File: config.mk
export PLATFORM = sky130hd
export DESIGN_NAME = uart_receiver
export DESIGN_NICKNAME = d
export VERILOG_FILES = /design/src/rtl/uart_pkg.sv /design/src/rtl/uart_sync.sv /design/src/rtl/uart_receiver.sv
export SDC_FILE = /design/constraint.sdc
export NUM_CORES = 1
export LEC_CHECK = 0
export BUFFER_PORTS_ARGS = -buffer_cell sky130_fd_sc_hd__buf_4
export CAP_MARGIN = 0
export CELL_PAD_IN_SITES_DETAIL_PLACEMENT = 2
export CELL_PAD_IN_SITES_GLOBAL_PLACEMENT = 2
export CORE_AREA = 4 4 60 62
export CTS_BUF_LIST = sky130_fd_sc_hd__clkbuf_8
export DETAILED_ROUTE_END_ITERATION = 7
export DIE_AREA = 0 0 64 66
export PLACE_DENSITY = 0.89
export SYNTH_ARGS = -nofsm -noshare
export SYNTH_HDL_FRONTEND = slang
export SYNTH_SLANG_ARGS = --single-unit
File: constraint.sdc
create_clock -name clock -period 3.9 [get_ports clock]
set_clock_uncertainty 0.2 [all_clocks]
set_input_delay 0 -clock clock [delete_from_list [all_inputs] [get_ports clock]]
set_output_delay 0 -clock clock [all_outputs]
set_load 0.02 [all_outputs]
File: src/rtl/uart_pkg.sv
// Shared UART definitions: receiver FSM states, data width and default bit period.
package uart_pkg;

  typedef enum logic [2:0] {
    IDLE      = 3'd0,
    START     = 3'd1,
    DATA      = 3'd2,
    STOP      = 3'd3,
    WAIT_HIGH = 3'd4
  } uart_state_e;

  localparam int UART_DATA_BITS    = 8;
  localparam int UART_CLKS_PER_BIT = 16;

endpackage

File: src/rtl/uart_sync.sv
// Two-flop synchronizer for an asynchronous single-bit input, with a
// configurable reset value so an idle-high line comes out of reset idle.
module uart_sync #(
  parameter logic RESET_VAL = 1'b1
) (
  input  logic clock,
  input  logic reset_n,
  input  logic d,
  output logic q
);

  logic meta_r;
  logic sync_r;

  // Two-stage capture of the asynchronous input
  always_ff @(posedge clock or negedge reset_n) begin
    if (!reset_n) begin
      meta_r <= RESET_VAL;
      sync_r <= RESET_VAL;
    end else begin
      meta_r <= d;
      sync_r <= meta_r;
    end
  end

  assign q = sync_r;

endmodule

File: src/rtl/uart_receiver.sv
// 8N1 UART receiver: mid-bit sampling on a clock-count bit timer, one-cycle
// done / framing-error strobes, break lockout until the line returns high.
module uart_receiver
  import uart_pkg::*;
#(
  parameter int CLKS_PER_BIT = UART_CLKS_PER_BIT
) (
  input  logic                      clock,
  input  logic                      reset_n,
  input  logic                      RX_in,
  output logic [UART_DATA_BITS-1:0] RX_data_out,
  output logic                      RXdone,
  output logic                      RXframe_err,
  output logic                      RXbusy
);

  localparam int            CW      = $clog2(CLKS_PER_BIT);
  localparam logic [CW-1:0] CNT_ONE = CW'(1);
  localparam logic [CW-1:0] HALF_M1 = CW'(CLKS_PER_BIT / 2 - 1);
  localparam logic [CW-1:0] FULL_M1 = CW'(CLKS_PER_BIT - 1);
  localparam logic [2:0]    IDX_ONE = 3'd1;
  localparam logic [2:0]    IDX_END = 3'(UART_DATA_BITS - 1);

  uart_state_e               state_r, state_n;
  logic [CW-1:0]             cnt_r, cnt_n;
  logic [2:0]                idx_r, idx_n;
  logic [UART_DATA_BITS-1:0] shift_r, shift_n;
  logic [UART_DATA_BITS-1:0] data_r, data_n;
  logic                      done_r, done_n;
  logic                      ferr_r, ferr_n;
  logic                      busy_r, busy_n;
  logic                      line_s;

  uart_sync #(.RESET_VAL(1'b1)) u_sync (
    .clock   (clock),
    .reset_n (reset_n),
    .d       (RX_in),
    .q       (line_s)
  );

  // Next-state, bit timer, shifter and strobe decode
  always_comb begin
    state_n = state_r;
    cnt_n   = cnt_r + CNT_ONE;
    idx_n   = idx_r;
    shift_n = shift_r;
    data_n  = data_r;
    done_n  = 1'b0;
    ferr_n  = 1'b0;
    busy_n  = busy_r;
    case (state_r)
      IDLE: begin
        cnt_n = '0;
        if (!line_s) begin
          state_n = START;
          idx_n   = 3'd0;
          busy_n  = 1'b1;
        end else begin
          busy_n  = 1'b0;
        end
      end
      START: begin
        if (cnt_r == HALF_M1) begin
          cnt_n = '0;
          if (line_s) begin
            state_n = IDLE;
            busy_n  = 1'b0;
          end else begin
            state_n = DATA;
          end
        end else begin
          state_n = START;
        end
      end
      DATA: begin
        if (cnt_r == FULL_M1) begin
          cnt_n   = '0;
          shift_n = {line_s, shift_r[UART_DATA_BITS-1:1]};
          if (idx_r == IDX_END) begin
            state_n = STOP;
          end else begin
            idx_n   = idx_r + IDX_ONE;
          end
        end else begin
          state_n = DATA;
        end
      end
      STOP: begin
        if (cnt_r == FULL_M1) begin
          cnt_n  = '0;
          busy_n = 1'b0;
          if (line_s) begin
            data_n  = shift_r;
            done_n  = 1'b1;
            state_n = IDLE;
          end else begin
            ferr_n  = 1'b1;
            state_n = WAIT_HIGH;
          end
        end else begin
          state_n = STOP;
        end
      end
      // A held-low break parks here so it cannot retrigger a new frame
      WAIT_HIGH: begin
        cnt_n  = '0;
        busy_n = 1'b0;
        if (line_s) begin
          state_n = IDLE;
        end else begin
          state_n = WAIT_HIGH;
        end
      end
      default: begin
        state_n = IDLE;
        cnt_n   = '0;
        busy_n  = 1'b0;
      end
    endcase
  end

  // State, datapath and registered output update
  always_ff @(posedge clock or negedge reset_n) begin
    if (!reset_n) begin
      state_r <= IDLE;
      cnt_r   <= '0;
      idx_r   <= 3'd0;
      shift_r <= '0;
      data_r  <= '0;
      done_r  <= 1'b0;
      ferr_r  <= 1'b0;
      busy_r  <= 1'b0;
    end else begin
      state_r <= state_n;
      cnt_r   <= cnt_n;
      idx_r   <= idx_n;
      shift_r <= shift_n;
      data_r  <= data_n;
      done_r  <= done_n;
      ferr_r  <= ferr_n;
      busy_r  <= busy_n;
    end
  end

  assign RX_data_out = data_r;
  assign RXdone      = done_r;
  assign RXframe_err = ferr_r;
  assign RXbusy      = busy_r;

endmodule
==> results of run 1 <==
layout make-up:
cell class / count / area, um^2
fillers: 292 / 1426
flip-flops and latches: 31 / 778.2
multi-input cells: 56 / 526.8
repair buffers: 16 / 137.6
clock buffers: 5 / 68.82
well taps: 44 / 55.05
inverters: 5 / 18.77
clock inverters: 3 / 16.27
cells in the final DEF (no fill, tap or decap), types with 2 or more instances in the layout:
| master | Yosys | routed |
|---|---|---|
| a21oi_1 | 2 | 2 |
| and3_1 | 3 | 3 |
| buf_4 | 0 | 13 |
| clkbuf_8 | 0 | 5 |
| dfrtp_1 | 29 | 29 |
| dfstp_2 | 2 | 2 |
| dlygate4sd3_1 | 0 | 2 |
| ha_1 | 3 | 3 |
| inv_1 | 5 | 6 |
| mux2_1 | 8 | 8 |
| mux2_4 | 8 | 8 |
| mux2i_1 | 3 | 3 |
| nand2_1 | 3 | 3 |
| nor2_1 | 6 | 6 |
| xnor2_1 | 2 | 2 |
layer usage:
metal | global-route usage | vias to the layer above | wire length, um
li1 | - | 377 | -
met1 | 0.1783 | 423 | 1188
met2 | 0.2516 | 14 | 1424
met3 | 0.05272 | 4 | 102
met4 | 0.06469 | 0 | 52
met5 | 0 | - | 0
metrics by stage:
step	worst slack, ps	cell area, um^2	utilization	std cells
2_1_floorplan	2079	1381	-	98
3_3_place_gp	2018	1476	0.4876	149
3_5_place_dp	1934	1476	0.4876	149
4_1_cts	1933	1602	0.5289	160
5_1_grt	1862	1602	0.5289	160
6_report	1917	1602	0.5289	160
sequential cells by signal, summed over array words and instances (netlist names):
signal         flops
idx_r              3
shift_r            8
cnt_r              4
RXframe_err        1
state_r            3
RXbusy             1
RXdone             1
u_sync.q           1
u_sync.meta_r      1
RX_data_out        8
cells in the mapped netlist, types with 2 or more instances:
library cell  count  area share
mux2i_1           3       0.022
mux2_1            8       0.065
ha_1              3       0.027
buf_6             3       0.024
nor2_1            6       0.016
mux2_4            8       0.087
inv_1             5       0.014
dfrtp_1          29        0.53
a21oi_1           2      0.0072
xnor2_1           2       0.013
dfstp_2           2       0.038
nand2_1           3      0.0082
and3_1            3       0.014
power by group:
group | switching, mW | leakage [nW] | total [mW] | internal (mW)
sequential | 0.0565 | 0.409 | 0.424 | 0.367
clock | 0.118 | 0.0453 | 0.239 | 0.122
combinational | 0.0947 | 0.361 | 0.181 | 0.0865
total | 0.269 | 0.815 | 0.844 | 0.576
timing repair:
item                       4_1_cts  5_1_grt
setup endpoints to repair        0        0
hold buffers                     3        0
hold endpoints to repair        32        0
worst reg2reg max path: stages (launching register included):
cell and delay, ps:
dfrtp_1 370, ha_1 300, and2_1 320, and3_4 350, mux2_4 320
worst max path at each step:
stage / end / from / slack, ps
finish: RX_data_out[5]$_DFFE_PN0P_ / cnt_r[0]$_DFF_PN0_ / 1920
detailed placement: RX_data_out[5]$_DFFE_PN0P_ / cnt_r[0]$_DFF_PN0_ / 1930
global route: RX_data_out[3]$_DFFE_PN0P_ / cnt_r[0]$_DFF_PN0_ / 1860
floorplan: RX_data_out[0]$_DFFE_PN0P_ / cnt_r[0]$_DFF_PN0_ / 2080
CTS: RX_data_out[5]$_DFFE_PN0P_ / cnt_r[0]$_DFF_PN0_ / 1930
global placement: RX_data_out[5]$_DFFE_PN0P_ / cnt_r[0]$_DFF_PN0_ / 2020
kinds of logic (layout without fill, tap and decap cells):
family,Yosys count,in the layout,share of synthesized area
DFF,31,31,0.5634
AOI/OAI and AO/OA,8,8,0.04439
adders and majority gates,3,3,0.02718
muxes,19,19,0.1739
and+or+nand+nor,23,23,0.1168
buffers and inverters,11,29,0.05524
xor gates and xnor gates,3,3,0.01903
==> results.txt, run 1 <==
* Synth Flop Type: dfrtp_1
- Wire length of the first global-routing pass: approximately 4.7 mm
- Number of remaining DRC errors: 0
- Synthesized Nets: roughly 100
- Number of failing setup endpoints in the final timing report: 0
- Run status: finished clean
- Total leakage power: ~0.81 nW
* Count of cells resized by post-cts repair: 0
- Average wire per standard cell: about 17 um
- Maximum number of pins on one net before global-route repair: 30
- The first detailed-routing pass took 3 iterations.
* CP max stage cell: dfrtp_1
* Kind of capture point of the worst setup path: flop
* Clock Tree Root: clkbuf_8
- Counting the buffers created by CTS gives 5.
- The number of setup buffers added after CTS is 0.
- Initial antenna violation count: 0
- Highest cell delay on the worst timing path: between 300 and 400 ps
- Weighted congestion reported at the end of routability-driven placement: roughly 0.7
- Pin placement for this block handled 14 I/O pins.
- Arrival time reported for the critical path endpoint: 1950 ps
- Measured against its own limit, the worst slew margin works out to 0.7475.
- Summing internal, switching and leakage power gives 844.4 uW.
- Final hold analysis gives a worst-case slack of about 16 ps.
- Share of synthesized area occupied by flip-flops and latches: 0.5634
- R2r endpoint: RX_data_out[5]$_DFFE_PN0P_
* Via count of the first global-routing pass: just over 900
* Post-layout net count: approximately 120
* Initial Util: 0.4562
- The number of cells on the worst reg-to-reg path is 4.
* Achievable Freq: roughly 500 MHz
- Clock latency reported for the late side of the worst-skew pair: 290 ps
- Period utilization: 0.5083
- Fraction of layout cells with a size suffix above 1: 0.3017
* Syn. warnings: 0
- TritonCTS built the clock tree.
- Once detailed placement completed, the half-perimeter wirelength came to ~1.9 mm.
- During placement, the flow inserted port buffers numbering 13.
* Worst voltage drop across the vdd grid: between 0.2 and 0.25 mV
* Core Rows: 20
- Required @ worst endpoint: between 3000 and 4000 ps
- Power per cell area: approximately 530 mW/mm^2
- For this run, asynchronously set or reset flops after synthesis account for 1.000.
* Total length of routed wires: ~2.8 mm
- Max-capacitance violation count: 0
- STA classifies the critical path startpoint as a flop.
- Dividing the detail-routed via count by the number of cells gives between 5 and 6.
- Hold Crit Class: input pin to asynchronous set/reset pin
- Number of distinct standard cells referenced by the synthesized netlist: 34
* ANT nets after route: 0
- TNS Setup: 0 ps
* DR iter-0 viols: 24
* RSZ-0062 raised after global routing: no
* Remaining global-route overflow: 0
* Syn Inst Count: slightly below 100
* Number of cells on the critical path: 4
* Final worst path period need: 1983 ps
* Clk sinks: 31
* Final hold vios: 0
- The startpoint identified for the worst register-to-register timing path is cnt_r[0]$_DFF_PN0_.
* Post-synth EDFFs: 0
- Max H-tree Level: 2
- Across every metal layer, demand over resource in global routing totals 0.1520.
- Clock input transition at the sequential cells of the worst setup and hold paths: about 70 ps
* Pin slew with the least headroom to its limit: 377.4 ps
- The max-slew violation total from the final report came to 0.
* Number of vias after detailed routing: just over 800
- The synthesized netlist occupies a cell area of roughly 0.0014 mm^2.
- Counting along the longest clock path gives a buffer depth of 2.
- A synthesized cell averages approximately 14 um^2.
* Internal reg-to-reg setup slack: between 1500 and 2000 ps
* Area enclosed by the die boundary: approximately 0.0042 mm^2
* Cells along the critical path: ha_1 -> and2_1 -> and3_4 -> mux2_4
- The worst setup path is of the flop to flop kind.
- The synthesized design contains 31 register bits.
- Grouping stages by cell kind, the critical path spends the most delay in simple AND/OR/NAND/NOR gates.
* Antenna cells: 0
- Critical path peak fanout: 8
- The region available for standard cell placement spans just over 0.003 mm^2.
* Die H: approximately 66 um
- The floorplan step set the die width to 64 um.
- Number of buffers and inverters on the critical path: 0
- Layout area overhead: 15.94%
Note: power is estimated with default switching activity, not from simulation.
==> run 2, diff against run 1 <==
--- a/config.mk
+++ b/config.mk
@@ -5,15 +5,16 @@
 export SDC_FILE = /design/constraint.sdc
 export NUM_CORES = 1
 export LEC_CHECK = 0
+export ABC_AREA = 1
 export BUFFER_PORTS_ARGS = -buffer_cell sky130_fd_sc_hd__buf_4
 export CAP_MARGIN = 0
 export CELL_PAD_IN_SITES_DETAIL_PLACEMENT = 2
 export CELL_PAD_IN_SITES_GLOBAL_PLACEMENT = 2
-export CORE_AREA = 4 4 60 62
+export CORE_AREA = 4 4 69 71
 export CTS_BUF_LIST = sky130_fd_sc_hd__clkbuf_8
 export DETAILED_ROUTE_END_ITERATION = 7
-export DIE_AREA = 0 0 64 66
-export PLACE_DENSITY = 0.89
+export DIE_AREA = 0 0 73 75
+export PLACE_DENSITY = 0.8
 export SYNTH_ARGS = -nofsm -noshare
 export SYNTH_HDL_FRONTEND = slang
 export SYNTH_SLANG_ARGS = --single-unit
==> constraint.sdc (replaced) <==
create_clock -name clock -period 1.71 [get_ports clock]
set_clock_uncertainty 0.2 [all_clocks]
set_input_delay 0 -clock clock [delete_from_list [all_inputs] [get_ports clock]]
set_output_delay 0 -clock clock [all_outputs]
set_load 0.02 [all_outputs]
==> run 2 against run 1 <==
The flow now finishes with violations (negative hold slack). Sequential share of layout area fell by 3.1 points. Core utilization fell by 12 points. Via count rose by 25%. Sequential cell count did not move. Cell count rose by 38%. Setup slack got worse by 1800 ps. Hold slack got worse by 32 ps. Critical path type unchanged. Largest cell class unchanged. Largest power group unchanged.
==> results.txt, run 2 <==
- The unique cell type count in the Yosys netlist was 23 (-32%).
- Largest delay contributor family on the critical path: simple AND/OR/NAND/NOR gates
- Number of cells on the critical path: 8 (+4)
* Area enclosed by the die boundary: 0.005475 mm^2 (+30%)
- The number of top-level design ports was 14 (unchanged).
* Fraction of layout cells with a size suffix above 1: 0.3036 (+0.001847)
- TritonCTS built the clock tree.
- Post-layout net count: 173 (+43%)
- Final worst path period need: 1596 ps (-386.3 ps)
- The share of flip-flops with an asynchronous set or reset after synthesis was 1.000 (unchanged).
* Syn. warnings: 0 (unchanged)
- The post-route setup TNS is 0 ps (unchanged).
- The total inserted antenna cells was 0 (unchanged).
* Arrival time reported for the critical path endpoint: 1570 ps (-380 ps)
- The max-cap check violation count was 0 (unchanged).
- Number of buffers on the longest clock path: 2 (unchanged)
* Pre-Repair DR Iteration Count: 4 (+1)
- Period utilization: 0.9335 (+0.4252)
* R2r endpoint: idx_r[0]$_DFFE_PN0P_
- The TritonCTS buffer count is 5 (unchanged).
- The most numerous cell type found on the critical path is nand2_1.
- The worst reg2reg path depth was 8 (+4).
* Top cells by instance count after synthesis: nand2_1, dfrtp_1, inv_1, o21ai_2, nor2_1
- Compared with the post-synthesis result, the final layout area differs by 23.47%.
- The upper clock frequency limit is 626.5 MHz (+24%).
- End point of the critical path: idx_r[0]$_DFFE_PN0P_
- Initial antenna violation count: 0 (unchanged)
- Average wire per standard cell: 14.95 um (-14%)
- Weighted congestion reported at the end of routability-driven placement: 0.7831 (+12%)
* Total leakage power: 0.8532 nW (+4.7%)
* Top-count cell post-synth: nand2_1
- The number of storage elements in the synthesis netlist was 31 (unchanged).
- Final core utilization: 0.4043 (-0.1247)
- Die H: 75 um (+14%)
- Clock Tree Root: clkbuf_8
- Number of vias after detailed routing: 1022 (+25%)
- Required @ worst endpoint: 1690 ps (-2180 ps)
* Most frequent standard cell in the layout excluding fill and tap cells: nand2_1
* ANT nets after route: 0 (unchanged)
* Core Rows: 24 (+20%)
* Final hold vios: 20 (+20)
- The detailed-route vias per instance came to 4.645 (-9.1%).
- Leading area contributor after synthesis: dfrtp_1
* Setup crit start kind: flop
* Clock latency reported for the late side of the worst-skew pair: 290 ps (about the same)
- The total routing resource utilization after global routing came to 0.1367 (-0.01526).
- The number of synthesized flops with an enable pin came to 0 (unchanged).
* Kind of capture point of the worst setup path: flop
- The largest net degree at the start of global routing came to 32 (+6.7%).
- Start point of the critical path: idx_r[1]$_DFFE_PN0P_
- Max H-tree Level: 2 (unchanged)
* Core area: 0.004234 mm^2 (+40%)
* DR iter-0 viols: 42 (+75%)
* Post-Synthesis Mean Instance Area: 9.763 um^2 (-31%)
- Fraction of post-synthesis cell area in the top cell type by area: 0.5235 (-0.001897)
- The flow ran to the end, but the final reports show violations.
- The clock slew at the register clock pins of the worst setup and hold paths is 70 ps (about the same).
- Synthesized Nets: 148 (+42%)
- Power per cell area: 1338 mW/mm^2 (+150%)
- Highest cell delay on the worst timing path: 400 ps (+30 ps)
- The worst setup path is of the flop to flop kind.
- RSZ-0062 raised after global routing: no
- The final-report setup violation count is 0 (unchanged).
- The largest individual stage delay along the critical path comes from the cell dfrtp_1.
- Top library cells by usage in the layout, fill and taps aside: nand2_1, dfrtp_1, inv_1
- Total length of routed wires: 3.289 mm (+19%)
- The cell area after synthesis is 0.001386 mm^2 (+0.36%).
- The reg2reg setup slack is 110 ps (-1800 ps).
- Among all flip-flop cells after synthesis, the most frequent one is dfrtp_1.
* Worst voltage drop across the vdd grid: 0.4942 mV (+100%)
- Number of remaining DRC errors: 0 (unchanged)
* Overall power consumption: 2.290 mW (+170%)
* Violations in the final reports: negative hold slack
- The transition time of the tightest slew-check pin came to 405.5 ps (+28.04 ps).
- Cells along the critical path: ha_1 -> ha_1 -> inv_1 -> nand4_1 -> nand2_1 -> nand2_2 -> nand2_1 -> nand2_1
- The register area share after synthesis came to 0.5614 (-0.002034).
- The biggest fanout along the worst timing path is 3 (-5).
* Number of buffers added on ports: 13 (unchanged)
* Clk sinks: 31 (unchanged)
- Headroom to the max-slew limit: 0.7297 (-0.01776)
- HPWL after detailed placement: 2.271 mm (+20%)
- The max-slew violation total from the final report is 0 (unchanged).
- The worst register-to-register path begins at idx_r[1]$_DFFE_PN0P_.
- The post-synthesis cell count came to 142 (+45%).
* Hold Crit Class: input pin to asynchronous set/reset pin
- The overall overflow remaining after global route came to 0 (unchanged).
- The via count of the first global-routing pass is 1183 (+28%).
- Ranking of synthesized cells by area: dfrtp_1, nand2_1, o21ai_2
* Die W: 73 um (+14%)
- Initial Util: 0.3274 (-0.1288)
- Hold Slack: -15.98 ps (-32.47 ps)
* Number of buffers and inverters on the critical path: 1 (+1)
* Wire length of the first global-routing pass: 5.637 mm (+19%)
## run 2: worst min path at each step
stage | from | end | cells after the start
6_report | reset_n | idx_r[2]$_DFFE_PN0P_ | 2
5_1_grt | reset_n | idx_r[2]$_DFFE_PN0P_ | 2
4_1_cts | reset_n | RXbusy$_DFFE_PN0P_ | 2
3_5_place_dp | reset_n | cnt_r[1]$_DFF_PN0_ | 1
3_3_place_gp | reset_n | cnt_r[3]$_DFF_PN0_ | 1
2_1_floorplan | reset_n | RX_data_out[0]$_DFFE_PN0P_ | 0
## run 2: layout make-up
class,instances,area [um^2]
clock buffers,7,96.34
flip-flops and latches,31,778.2
clock inverters,1,3.754
multi-input cells,91,531.8
repair buffers,19,160.2
well taps,52,65.06
inverters,19,76.32
fillers,467,2522
## run 2: kinds of logic (layout without fill, tap and decap cells)
kind of cell,count (synthesis),in the layout,share of synthesized area
compound gates,19,19,0.1038
simple gates,66,67,0.2238
xor+xnor,2,2,0.01264
flops,31,31,0.5614
buf+inv,21,46,0.07130
fa+ha+maj,3,3,0.02708
## run 2: metal layers
layer,share of wire,track usage,up-vias,wire (um)
met5,0,0,-,0
met4,0.013,0.04303,0,44
met3,0.027,0.03738,6,89
met2,0.52,0.2363,12,1698
met1,0.44,0.1657,511,1456
li1,-,-,493,-
## run 2: timing repair
action / in CTS / in global routing
setup endpoints to repair: 0 / 11
endpoints found under the hold margin: 32 / 0
setup buffers: 0 / 2
hold buffers: 2 / 0
resized for setup: 0 / 3
## run 2: per-stage QoR
| stage | setup slack, ps | instance area [um^2] | instances |
|---|---|---|---|
| 6_report | 113.7 | 1712 | 220 |
| 5_1_grt | 4.076 | 1712 | 220 |
| 4_1_cts | 7.542 | 1674 | 217 |
| 3_5_place_dp | 28.55 | 1554 | 207 |
| 3_3_place_gp | 113.3 | 1554 | 207 |
| 2_1_floorplan | 258.9 | 1386 | 142 |
## run 2: where the power goes
part           total [mW]  internal (mW)  switching [mW]
combinational       0.675          0.246           0.429
sequential          0.978          0.861           0.117
clock               0.637          0.361           0.276
==> run 3, diff against run 2 <==
--- a/config.mk
+++ b/config.mk
@@ -8,13 +8,13 @@
 export ABC_AREA = 1
 export BUFFER_PORTS_ARGS = -buffer_cell sky130_fd_sc_hd__buf_4
 export CAP_MARGIN = 0
-export CELL_PAD_IN_SITES_DETAIL_PLACEMENT = 2
+export CELL_PAD_IN_SITES_DETAIL_PLACEMENT = 0
 export CELL_PAD_IN_SITES_GLOBAL_PLACEMENT = 2
-export CORE_AREA = 4 4 69 71
+export CORE_AREA = 4 4 77 65
 export CTS_BUF_LIST = sky130_fd_sc_hd__clkbuf_8
 export DETAILED_ROUTE_END_ITERATION = 7
-export DIE_AREA = 0 0 73 75
-export PLACE_DENSITY = 0.8
+export DIE_AREA = 0 0 81 69
+export PLACE_DENSITY = 0.78
 export SYNTH_ARGS = -nofsm -noshare
 export SYNTH_HDL_FRONTEND = slang
 export SYNTH_SLANG_ARGS = --single-unit
==> run 3 against run 2 <==
The flow still finishes with violations (negative hold slack). Setup slack got worse by 16 ps. Non-clock buffer count decreased by 2. Sequential share of layout area increased by 1.2 points. Global-route usage decreased by 3.5 points. Routed wire length decreased by 24%. Critical path depth decreased by 1. Critical endpoint is now state_r[0]$_DFFE_PN0P_.
==> results.txt, run 3 (synthesized netlist as in run 2, its figures left out) <==
- Clock latency reported for the late side of the worst-skew pair: 270 ps (-20 ps)
* Maximum number of pins on one net before global-route repair: 32 (unchanged)
* Antenna cells: 0 (unchanged)
* Final hold vios: 3 (-85%)
- Hold Crit Class: input pin to asynchronous set/reset pin
* Area enclosed by the die boundary: 0.005589 mm^2 (+2.1%)
- Total instance count after detailed placement: 212 (+2.4%)
* Highest cell delay on the worst timing path: 400 ps (about the same)
- R2r endpoint: state_r[0]$_DFFE_PN0P_
* Total leakage power: 0.8308 nW (-2.6%)
* Start point of the critical path: cnt_r[0]$_DFF_PN0_
- The clock slew at the register clock pins of the worst setup and hold paths is 60 ps (about the same).
- Required @ worst endpoint: 1670 ps (-20 ps)
- The first-pass GRT wire length is 4.367 mm (-23%).
- Pin slew with the least headroom to its limit: 400.9 ps (-4.558 ps)
- Initial antenna violation count: 0 (unchanged)
- Setup repair after global routing left no endpoint under its margin.
- Max-capacitance violation count: 0 (unchanged)
* GRT Total Usage: 0.1020 (-0.03474)
- Clk sinks: 31 (unchanged)
- HPWL after detailed placement: 1.721 mm (-24%)
- Top library cells by usage in the layout, fill and taps aside: nand2_1, dfrtp_1, inv_1
- Reg2reg path depth: 7 (-1)
- Final worst path period need: 1612 ps (+15.53 ps)
- The die span in y was 69 um (-8.0%).
- The net count of the finished layout was 171 (-1.2%).
- The final non-filler cell total was 223 (+1.4%).
* Headroom to the max-slew limit: 0.7327 (+0.003039)
- The count of buffers inserted at the top-level ports came to 13 (unchanged).
* Number of buffers on the longest clock path: 2 (unchanged)
* Run status: finished with violations
- Period utilization: 0.9426 (+0.009084)
- Setup crit start kind: flop
* Number of max-slew violations in the final report: 0 (unchanged)
- The checks that failed: negative hold slack.
- Total length of routed wires: 2.515 mm (-24%)
- Most used cell, CP: nor2_1
- In this run the clock root is driven by a clkbuf_8.
- STA classifies the critical path endpoint as a flop.
* Final core utilization: 0.4014 (-0.002808)
* ANT nets after route: 0 (unchanged)
- Hold Slack: -2.423 ps (+13.56 ps)
* Number of vias after detailed routing: 957 (-6.4%)
* Number of remaining DRC errors: 0 (unchanged)
- The critical path in this run is classified as flop to flop.
* Initial Util: 0.3339 (+0.006513)
- Filler cell count: 446 (-4.5%)
- The via count of the first global-routing pass came to 964 (-19%).
- Max H-tree Level: 2 (unchanged)
- Most frequent standard cell in the layout excluding fill and tap cells: nand2_1
- The post-route setup TNS was 0 ps (unchanged).
* Core Rows: 21 (-13%)
- Number of primary I/O pins: 14 (unchanged)
* Layout area overhead: 20.22%
- End point of the critical path: state_r[0]$_DFFE_PN0P_
- TritonCTS built the clock tree.
- The horizontal die dimension is 81 um (+11%).
* Weighted congestion reported at the end of routability-driven placement: 0.7963 (+1.7%)
- The upper clock frequency limit was 620.4 MHz (-0.96%).
- Worst voltage drop across the vdd grid: 0.6416 mV (+30%)
* Critical path peak fanout: 17 (+14)
- Arrival time reported for the critical path endpoint: 1570 ps (about the same)
* Cells along the critical path: ha_1 -> nand3_4 -> clkinv_4 -> nand2_4 -> nand2_1 -> nor2_1 -> nor2_1
* Vias/cell: 4.291 (-7.6%)
* Core area: 0.004151 mm^2 (-2.0%)
* Power per cell area: 1256 mW/mm^2 (-6.2%)
- Number of cells on the critical path: 7 (-1)
- Average wire per standard cell: 11.28 um (-25%)
- The DRC marker count from the first detailed-route iteration is 70 (+67%).
- The reg2reg setup slack is 100 ps (-20 ps).
- The TritonCTS buffer count is 5 (unchanged).
- The largest individual stage delay along the critical path comes from the cell dfrtp_1.
- The worst register-to-register path begins at cnt_r[0]$_DFF_PN0_.
- The overall overflow remaining after global route was 0 (unchanged).
* Fraction of layout cells with a size suffix above 1: 0.2771 (-0.02646)
- Pre-Repair DR Iteration Count: 4 (unchanged)
- The number of buffers and inverters on the critical path was 1 (unchanged).
- The final-report setup violation count came to 0 (unchanged).
* Overall power consumption: 2.093 mW (-8.6%)
- Largest delay contributor family on the critical path: simple AND/OR/NAND/NOR gates
[run 3: cell count changes in the layout (fill, tap and decap cells not counted), sizes merged]
cell and change:
clkbuf -2, clkinv +1, buf -2, inv +1
[run 3: area by class of cell]
| cell class | count | area [um^2] | share of cell area |
|---|---|---|---|
| tap | 57 | 71.32 | 0.04279 |
| inverter | 19 | 76.32 | 0.04580 |
| sequential | 31 | 778.2 | 0.4670 |
| clock buffer | 5 | 68.82 | 0.04129 |
| multi-input combinational | 91 | 526.8 | 0.3161 |
| clock inverter | 3 | 12.51 | 0.007508 |
| timing repair buffer | 17 | 132.6 | 0.07958 |
[run 3: routing by layer]
layer,vias up,part of all wire,GRT usage,wire length (um)
li1,490,-,-,-
met1,444,0.50,0.1388,1248
met2,18,0.44,0.1422,1095
met3,5,0.054,0.03906,136
met4,0,0.014,0.04503,34
met5,-,0,0,0
[run 3: worst min path at each step]
stage / start / end / slack (ps) / cells past startpoint
final: reset_n / cnt_r[1]$_DFF_PN0_ / -2 / 2
after CTS: reset_n / cnt_r[1]$_DFF_PN0_ / 5 / 2
after global placement: reset_n / idx_r[0]$_DFFE_PN0P_ / -240 / 1
after floorplan: reset_n / RX_data_out[0]$_DFFE_PN0P_ / -500 / 0
after global routing: reset_n / cnt_r[3]$_DFF_PN0_ / 40 / 2
after detailed placement: reset_n / cnt_r[1]$_DFF_PN0_ / -240 / 1
[run 3: timing repair]
action                     CTS  global route
hold buffers                 2             0
hold endpoints to repair    32             0
buffers inserted             0             0
setup endpoints to repair    0             6
gates resized for setup      0             1
[run 3: report_power, final]
part	total [mW]	internal, mW	switching, mW
sequential	0.965	0.861	0.104
combinational	0.603	0.225	0.378
clock	0.524	0.273	0.251
total	2.09	1.36	0.733
[run 3: per-stage QoR]
step | setup slack [ps] | hold slack, ps | instance area, um^2
2_1_floorplan | 258.9 | -495.6 | 1386
3_3_place_gp | 121.7 | -239.2 | 1548
3_5_place_dp | 94.72 | -239.2 | 1548
4_1_cts | 82.37 | 5.372 | 1649
5_1_grt | 3.533 | 36.38 | 1667
6_report | 98.19 | -2.423 | 1667
